`src/rtl/dmux_pkg.sv`:
```
// Shared constants, lane state encoding and lane bit-offset helper for the
// 8-way 16-bit demultiplexing distributor.
package dmux_pkg;

  localparam int LANES = 8;
  localparam int SEL_W = 3;

  typedef enum logic {
    LANE_EMPTY = 1'b0,
    LANE_FULL  = 1'b1
  } lane_state_e;

  // Bit offset of lane k inside the packed out_data bus.
  function automatic int lane_slice(input int k, input int width);
    return k * width;
  endfunction

endpackage

```
`src/rtl/dmux_lane_reg.sv`:
```
// One-entry holding register with a valid/ready read side. The writer only
// asserts wr_en when the lane is empty or being drained in the same cycle.
module dmux_lane_reg
  import dmux_pkg::*;
#(
  parameter int WIDTH = 16
) (
  input  logic             clk,
  input  logic             rst_n,
  input  logic             wr_en,
  input  logic [WIDTH-1:0] wr_data,
  input  logic             rd_ready,
  output logic             valid,
  output logic [WIDTH-1:0] data
);

  lane_state_e      state_q;
  logic [WIDTH-1:0] data_q;

  always_ff @(posedge clk or negedge rst_n) begin
    if (!rst_n) begin
      state_q <= LANE_EMPTY;
      data_q  <= '0;
    end else begin
      case (state_q)
        LANE_EMPTY: begin
          if (wr_en) begin
            state_q <= LANE_FULL;
            data_q  <= wr_data;
          end
        end
        LANE_FULL: begin
          // A write in the drain cycle reloads; data is frozen while stalled.
          if (wr_en) begin
            data_q <= wr_data;
          end else if (rd_ready) begin
            state_q <= LANE_EMPTY;
          end
        end
        default: state_q <= LANE_EMPTY;
      endcase
    end
  end

  assign valid = (state_q == LANE_FULL);
  assign data  = data_q;

endmodule

```
`src/rtl/dmux8way16_dist.sv`:
```
// Registered 1-to-8 distributor: select decode, all-or-nothing broadcast and
// in_ready steering in front of eight independent holding registers.
module dmux8way16_dist
  import dmux_pkg::*;
#(
  parameter int WIDTH = 16
) (
  input  logic                   clk,
  input  logic                   rst_n,
  input  logic                   in_valid,
  output logic                   in_ready,
  input  logic [WIDTH-1:0]       in_data,
  input  logic [SEL_W-1:0]       in_sel,
  input  logic                   in_bcast,
  output logic [LANES-1:0]       out_valid,
  input  logic [LANES-1:0]       out_ready,
  output logic [LANES*WIDTH-1:0] out_data,
  output logic                   busy
);

  logic [LANES-1:0] lane_free;
  logic [LANES-1:0] lane_wr;
  logic             accept;

  // A lane being drained this cycle can take a new word in the same cycle.
  assign lane_free = ~out_valid | out_ready;
  assign in_ready  = in_bcast ? (&lane_free) : lane_free[in_sel];
  assign accept    = in_valid & in_ready;

  generate
    for (genvar gi = 0; gi < LANES; gi++) begin : g_lane
      assign lane_wr[gi] = accept & (in_bcast | (in_sel == SEL_W'(gi)));

      dmux_lane_reg #(
        .WIDTH(WIDTH)
      ) u_lane (
        .clk     (clk),
        .rst_n   (rst_n),
        .wr_en   (lane_wr[gi]),
        .wr_data (in_data),
        .rd_ready(out_ready[gi]),
        .valid   (out_valid[gi]),
        .data    (out_data[lane_slice(gi, WIDTH) +: WIDTH])
      );
    end
  endgenerate

  assign busy = |out_valid;

endmodule

```
`config.mk`:
```
export PLATFORM = sky130hd
export DESIGN_NAME = dmux8way16_dist
export DESIGN_NICKNAME = d
export VERILOG_FILES = /design/src/rtl/dmux_pkg.sv /design/src/rtl/dmux_lane_reg.sv /design/src/rtl/dmux8way16_dist.sv
export SDC_FILE = /design/constraint.sdc
export NUM_CORES = 1
export LEC_CHECK = 0
export ABC_AREA = 1
export CAP_MARGIN = 20
export CORE_UTILIZATION = 48
export DETAILED_ROUTE_END_ITERATION = 7
export GPL_TIMING_DRIVEN = 0
export PLACE_DENSITY_LB_ADDON = 0.08
export SLEW_MARGIN = 5
export SYNTH_ARGS = -nofsm -noshare
export SYNTH_HDL_FRONTEND = slang
export SYNTH_SLANG_ARGS = --single-unit
export TNS_END_PERCENT = 20
```
`constraint.sdc`:
```
create_clock -name clk -period 3.39 [get_ports clk]
set_input_delay 0.678 -clock clk [delete_from_list [all_inputs] [get_ports clk]]
set_output_delay 0.678 -clock clk [all_outputs]
set_load 0.01 [all_outputs]
```
## Word-level counts from Yosys, hierarchy flattened

Cells that the tools add are included.

- Bits in registers: 136
- Latch bits: 0
- Bits in writable memories: 0
- Bits in read-only memories: 0
- Input bits: 31
- Output and inout port bits: 138
- Logic and storage cells: 97
- Memories: 0

- Add/subtract/negate cells: 0
- Multiply operators: 0
- Div/mod/pow operators: 0
- Order comparisons: 1
- Equal/unequal tests: 7
- Shift operators: 0
- Muxes and demuxes: 43
- Bitwise gates (word level): 27
- Reduce and logical (&&, ||, !) cells: 3

Operator list:

| kind | count |
|---|---|
| $mux 16 | 8 |
| $mux 1 | 26 |
| $pmux 1 s2 | 8 |
| $eq 3x3->1 const B | 4 |
| $and 1x1->1 | 9 |
| $not 1->1 | 8 |
| $not 8->8 | 1 |
| $or 1x1->1 | 8 |
| $or 8x8->8 | 1 |
| $reduce_and 8->1 | 1 |
| $reduce_or 8->1 | 1 |
| $eq 3x2->1 const B | 2 |
| $lt 3x4->1 const B | 1 |
| $bmux 1 s3 | 1 |
| $eq 3x1->1 const B | 1 |
| $logic_not 3->1 | 1 |

## Longest topological paths before layout

- Word-level depth: 9
- Mapped depth: 12

## By module

Synthesis repeated with hierarchy kept, for this count alone.

- Cells, all modules: 645
- Area, all modules: 5741.8 µm²

By module, submodules not included:

| module | instances | cells an instance | area each (µm²) | seq. area each (µm²) |
|---|---|---|---|---|
| dmux_lane_reg | 8 | 72 | 675.6 | 425.4 |
| dmux8way16_dist | 1 | 69 | 336.6 | 0.0 |

## Worst setup path before layout

OpenSTA, ideal clock, no wires.

- Kind: input-to-output
- From: input in_sel[2]
- To: output in_ready
- Data arrival time: 1.486 ns
- Required time: 2.712 ns
- Setup slack: 1.226 ns
- Stages on the path: 8
- Path buffers: 2
- Cell sequence: buf_2 -> inv_2 -> a21oi_1 -> nand3_1 -> nand2_1 -> nand2_1 -> nand2_1 -> buf_2

- Cells in the longest elaborated chain, start to end: 3

Ends and longest elaborated chain:

| item | RTL line | source |
|---|---|---|
| from (decl) | dmux8way16_dist.sv:13 | `input logic [SEL_W-1:0] in_sel,` |
| $bmux 1 s3 | dmux8way16_dist.sv:27 | `assign in_ready = in_bcast ? (&lane_free) : lane_free[in_sel];` |
| $mux 1 (not written as such) | dmux8way16_dist.sv:27 |  |
| $mux 1 | dmux8way16_dist.sv:27 |  |
| to (decl) | dmux8way16_dist.sv:11 | `output logic in_ready,` |

No other way between the ends. The select of a mux whose other input is x is not followed.

## Worst setup path after layout

- From: input out_ready[3]
- To: output in_ready

- Cells in the longest elaborated chain, start to end: 4
- Elaborated cells between the ends (all ways): 5
- Those cells by class: mux (3); bitwise (1); reduce/logical (1)

Ends and longest elaborated chain:

| item | RTL line | source |
|---|---|---|
| from (decl) | dmux8way16_dist.sv:16 | `input logic [LANES-1:0] out_ready,` |
| $or 8x8->8 * | dmux8way16_dist.sv:26 | `assign lane_free = ~out_valid \| out_ready;` |
| $bmux 1 s3 | dmux8way16_dist.sv:27 |  |
| $mux 1 (not written as such) | dmux8way16_dist.sv:27 |  |
| $mux 1 * | dmux8way16_dist.sv:27 |  |

Mark *: on every way between the ends. The rest lies on a longest branch, timed or not. The select of a mux whose other input is x is not followed.

==> flow_metrics.tcl <==
set metrics [dict create \
    antennaDiodeCount 0 \
    areaGrowthSynthToFinish_pct 39.58 \
    rsz0062_at_grt "false" \
    hpwl_um 12830 \
    via_per_inst 5.593 \
    final_cell_mix "nand2_1 (277), clkdlybuf4s50_1 (147), dfrtp_1 (136)" \
    synth_area_um2 6006 \
    cp_max_fo 10 \
    hold_viol_final 0 \
    insertion_delay_ps 430 \
    cts_buffer_depth 2 \
    fillers 988 \
    slew_headroom_pct 50.06 \
    setup_ws_ps 204.8 \
    whs_ps 218.7 \
    p_per_area_nw_per_um2 721.0 \
    grt_pass1_vias 5373 \
    worst-path-stages 11 \
    p_int_w 0.004229 \
    post-place-ws_ps -13.42 \
    syn_inst 671 \
    setup_viol 0 \
    tightestPinTransition_ps 749.0 \
    layout_commonest_cell "nand2_1" \
    cts_root_buffer "clkbuf_16" \
    start_util_pct 49.59 \
    drive_above_1_share_pct 11.02 \
    cp.required_ps 2710 \
    grt-ovfl-total 0 \
    place.gp.congestion 0.9609 \
    critPathKind "in -> out" \
    drv_cap 0 \
    io_buffers 150 \
    row_count 40 \
    grt_start_max_net_pins 77 \
    dieArea_um2 12960 \
    outcome "finished clean" \
    finalClockSkew_ps 5.531 \
    finalCritPeriodShare_pct 93.96 \
    max_freq_ghz 0.3139 \
    cts_buffers 17 \
    start_kind "primary input" \
    grt_antenna_before_repair 0 \
    drv_slew 0 \
    hold_path_class "in -> async" \
    crit_arrival_ps 2510 \
    yosysWarnings 0 \
    routed_wl_um 19420 \
    seq_power_share_pct 37.6 \
    post-route-util_pct 69.21 \
    final_area_um2 8383 \
    ir_drop_mv 0.4476 \
    seq_area_frac_synth_pct 56.67 \
    grt_use_total_pct 31.57 \
    io_pins 169 \
    cts_tree "built" \
    vias 5710 \
    grt_pass1_wl_um 30100 \
    post_cts_buffers 0 \
    pwr-share-comb_pct 30.7 \
    p_leak_nw 4.187 \
    clock-sinks 136 \
    antenna_left 0 \
    dieHeight_um 113.9 \
    die_x_um 113.9 \
    mappedNetlistNets 702 \
    h-tree-depth 4 \
    syn_area_per_cell_um2 8.950 \
    dr.pass1.iters 5 \
    p_clk_share_pct 31.7 \
    crit_path_max_incr_delay_ps 540 \
    placed_area_um2 7746 \
    wire_per_inst_um 19.02 \
    path_buf_inv 4 \
    cp_slowest_cell "clkdlybuf4s50_1" \
    core_area_um2 12110 \
    drc 0 \
    p_switching_w 0.001815 \
    crit_top_cell "nand2_1" \
    cts.clk_slew.worst_paths_ps 50 \
    switching_share_pct 30.03 \
    critPathCaptureType "output port" \
    cp_top_family "buffers and inverters" \
    post-route-min-period_ps 3185 \
    r2r_cells 9 \
    drt_iter0_drc 480 \
    nNetsFinal 872 \
    synth.distinct_cells 21 \
    cp_cell_sequence "clkdlybuf4s50_1, inv_1, nand2_1, nor2_1, nor2_1, nand3_1, nand2_1, nand2_1, nand2_2, buf_6, clkdlybuf4s50_1" \
    ys_ff_latch 136 \
]
## worst register-to-register path: stages, from the launching register on
cell and delay (ps):
dfrtp_1 430, inv_1 70, nor2_1 50, inv_1 100, nand4_1 100, o21ai_2 500, nand4_2 350, buf_6 250
nand2_1 60, nand2_1 60
## cells in the mapped netlist
cell type  number  share of area, %
nor4_1          2              0.21
buf_6           8               1.5
a21oi_1         2              0.17
nand4_2         8               1.7
inv_1          15              0.94
clkbuf_2       11              0.92
nand3_2         1              0.17
clkbuf_1       22               1.4
nor2_1         10              0.63
nor2_2          1              0.10
nor3_1          1             0.083
o21ai_1         6              0.50
inv_2           2              0.13
o21ai_2         3              0.44
nand2_1       281                18
buf_2           4              0.33
buf_1           5              0.31
dfrtp_1       136                57
nand3_1         2              0.17
nand4_1       131                14
buf_4          20               2.5
## final timing paths
| path | start | endpoint | slack (ps) |
|---|---|---|---|
| worst max-delay path | out_ready[3] | in_ready | 200 |
| worst min-delay path | rst_n | g_lane[7].u_lane.data[7] | 220 |
| worst max register to register | g_lane[0].u_lane.valid | g_lane[7].u_lane.data[7] | 1290 |
| worst min register to register | g_lane[5].u_lane.data[15] | g_lane[5].u_lane.data[15] | 480 |
| max in group asynchronous | rst_n | g_lane[4].u_lane.data[4] | 2390 |
| min in group clk | g_lane[5].u_lane.data[15] | g_lane[5].u_lane.data[15] | 480 |
## layer usage
layer | GRT usage (%) | wire length (µm) | share of wire [%]
met1 | 41.26 | 7866 | 41
met2 | 45.81 | 8719 | 45
met3 | 12.75 | 2162 | 11
met4 | 15.06 | 667 | 3.4
met5 | 0 | 0 | 0
## layout make-up
cell class | count | area [µm²] | area share, %
sequential | 136 | 3403 | 40.60
multi-input combinational | 448 | 2132 | 25.43
timing repair buffer | 151 | 1535 | 18.31
clock buffer | 23 | 498.0 | 5.940
buffer | 70 | 422.9 | 5.045
tap | 168 | 210.2 | 2.507
clock inverter | 8 | 117.6 | 1.403
inverter | 17 | 63.81 | 0.7612
## logic make-up after synthesis
kind of cell | count (synthesis) | synth area share, %
and+or+nand+nor | 437 | 34.23
DFF | 136 | 56.67
buffers and inverters | 87 | 8.000
AOI/OAI and AO/OA | 11 | 1.104
## power by group through the flow
| stage | sequential [W] | clock [W] | combinational (W) |
|---|---|---|---|
| after floorplan | 0.00244 | 0 | 0.000603 |
| after global routing | 0.00232 | 0.00200 | 0.00202 |
| final | 0.00227 | 0.00191 | 0.00186 |
| after global placement | 0.00228 | 0 | 0.00181 |
| after CTS | 0.00227 | 0.00193 | 0.00186 |
| after detailed placement | 0.00229 | 0 | 0.00184 |
## stage by stage
| stage | setup TNS, ps | total power (W) | instances |
|---|---|---|---|
| 6_report | 0 | 0.006044 | 1021 |
| 2_1_floorplan | 0 | 0.003041 | 671 |
| 3_3_place_gp | -488770 | 0.004089 | 989 |
| 5_1_grt | 0 | 0.006327 | 1021 |
| 3_5_place_dp | -13.42 | 0.004129 | 990 |
| 4_1_cts | 0 | 0.006055 | 1021 |
## registers in the layout, indices dropped and copies added, names as in the netlist
| signal | count |
|---|---|
| g_lane.u_lane.data | 128 |
| g_lane.u_lane.valid | 8 |
## what timing repair did
action | 4_1_cts | 5_1_grt
endpoints found under the setup margin | 1 | 1
resized for setup | 1 | 7
hold buffers | 0 | 0
cloned | 0 | 0
pin swaps | 0 | 0
No activity file was read; power rests on OpenSTA's default activity.
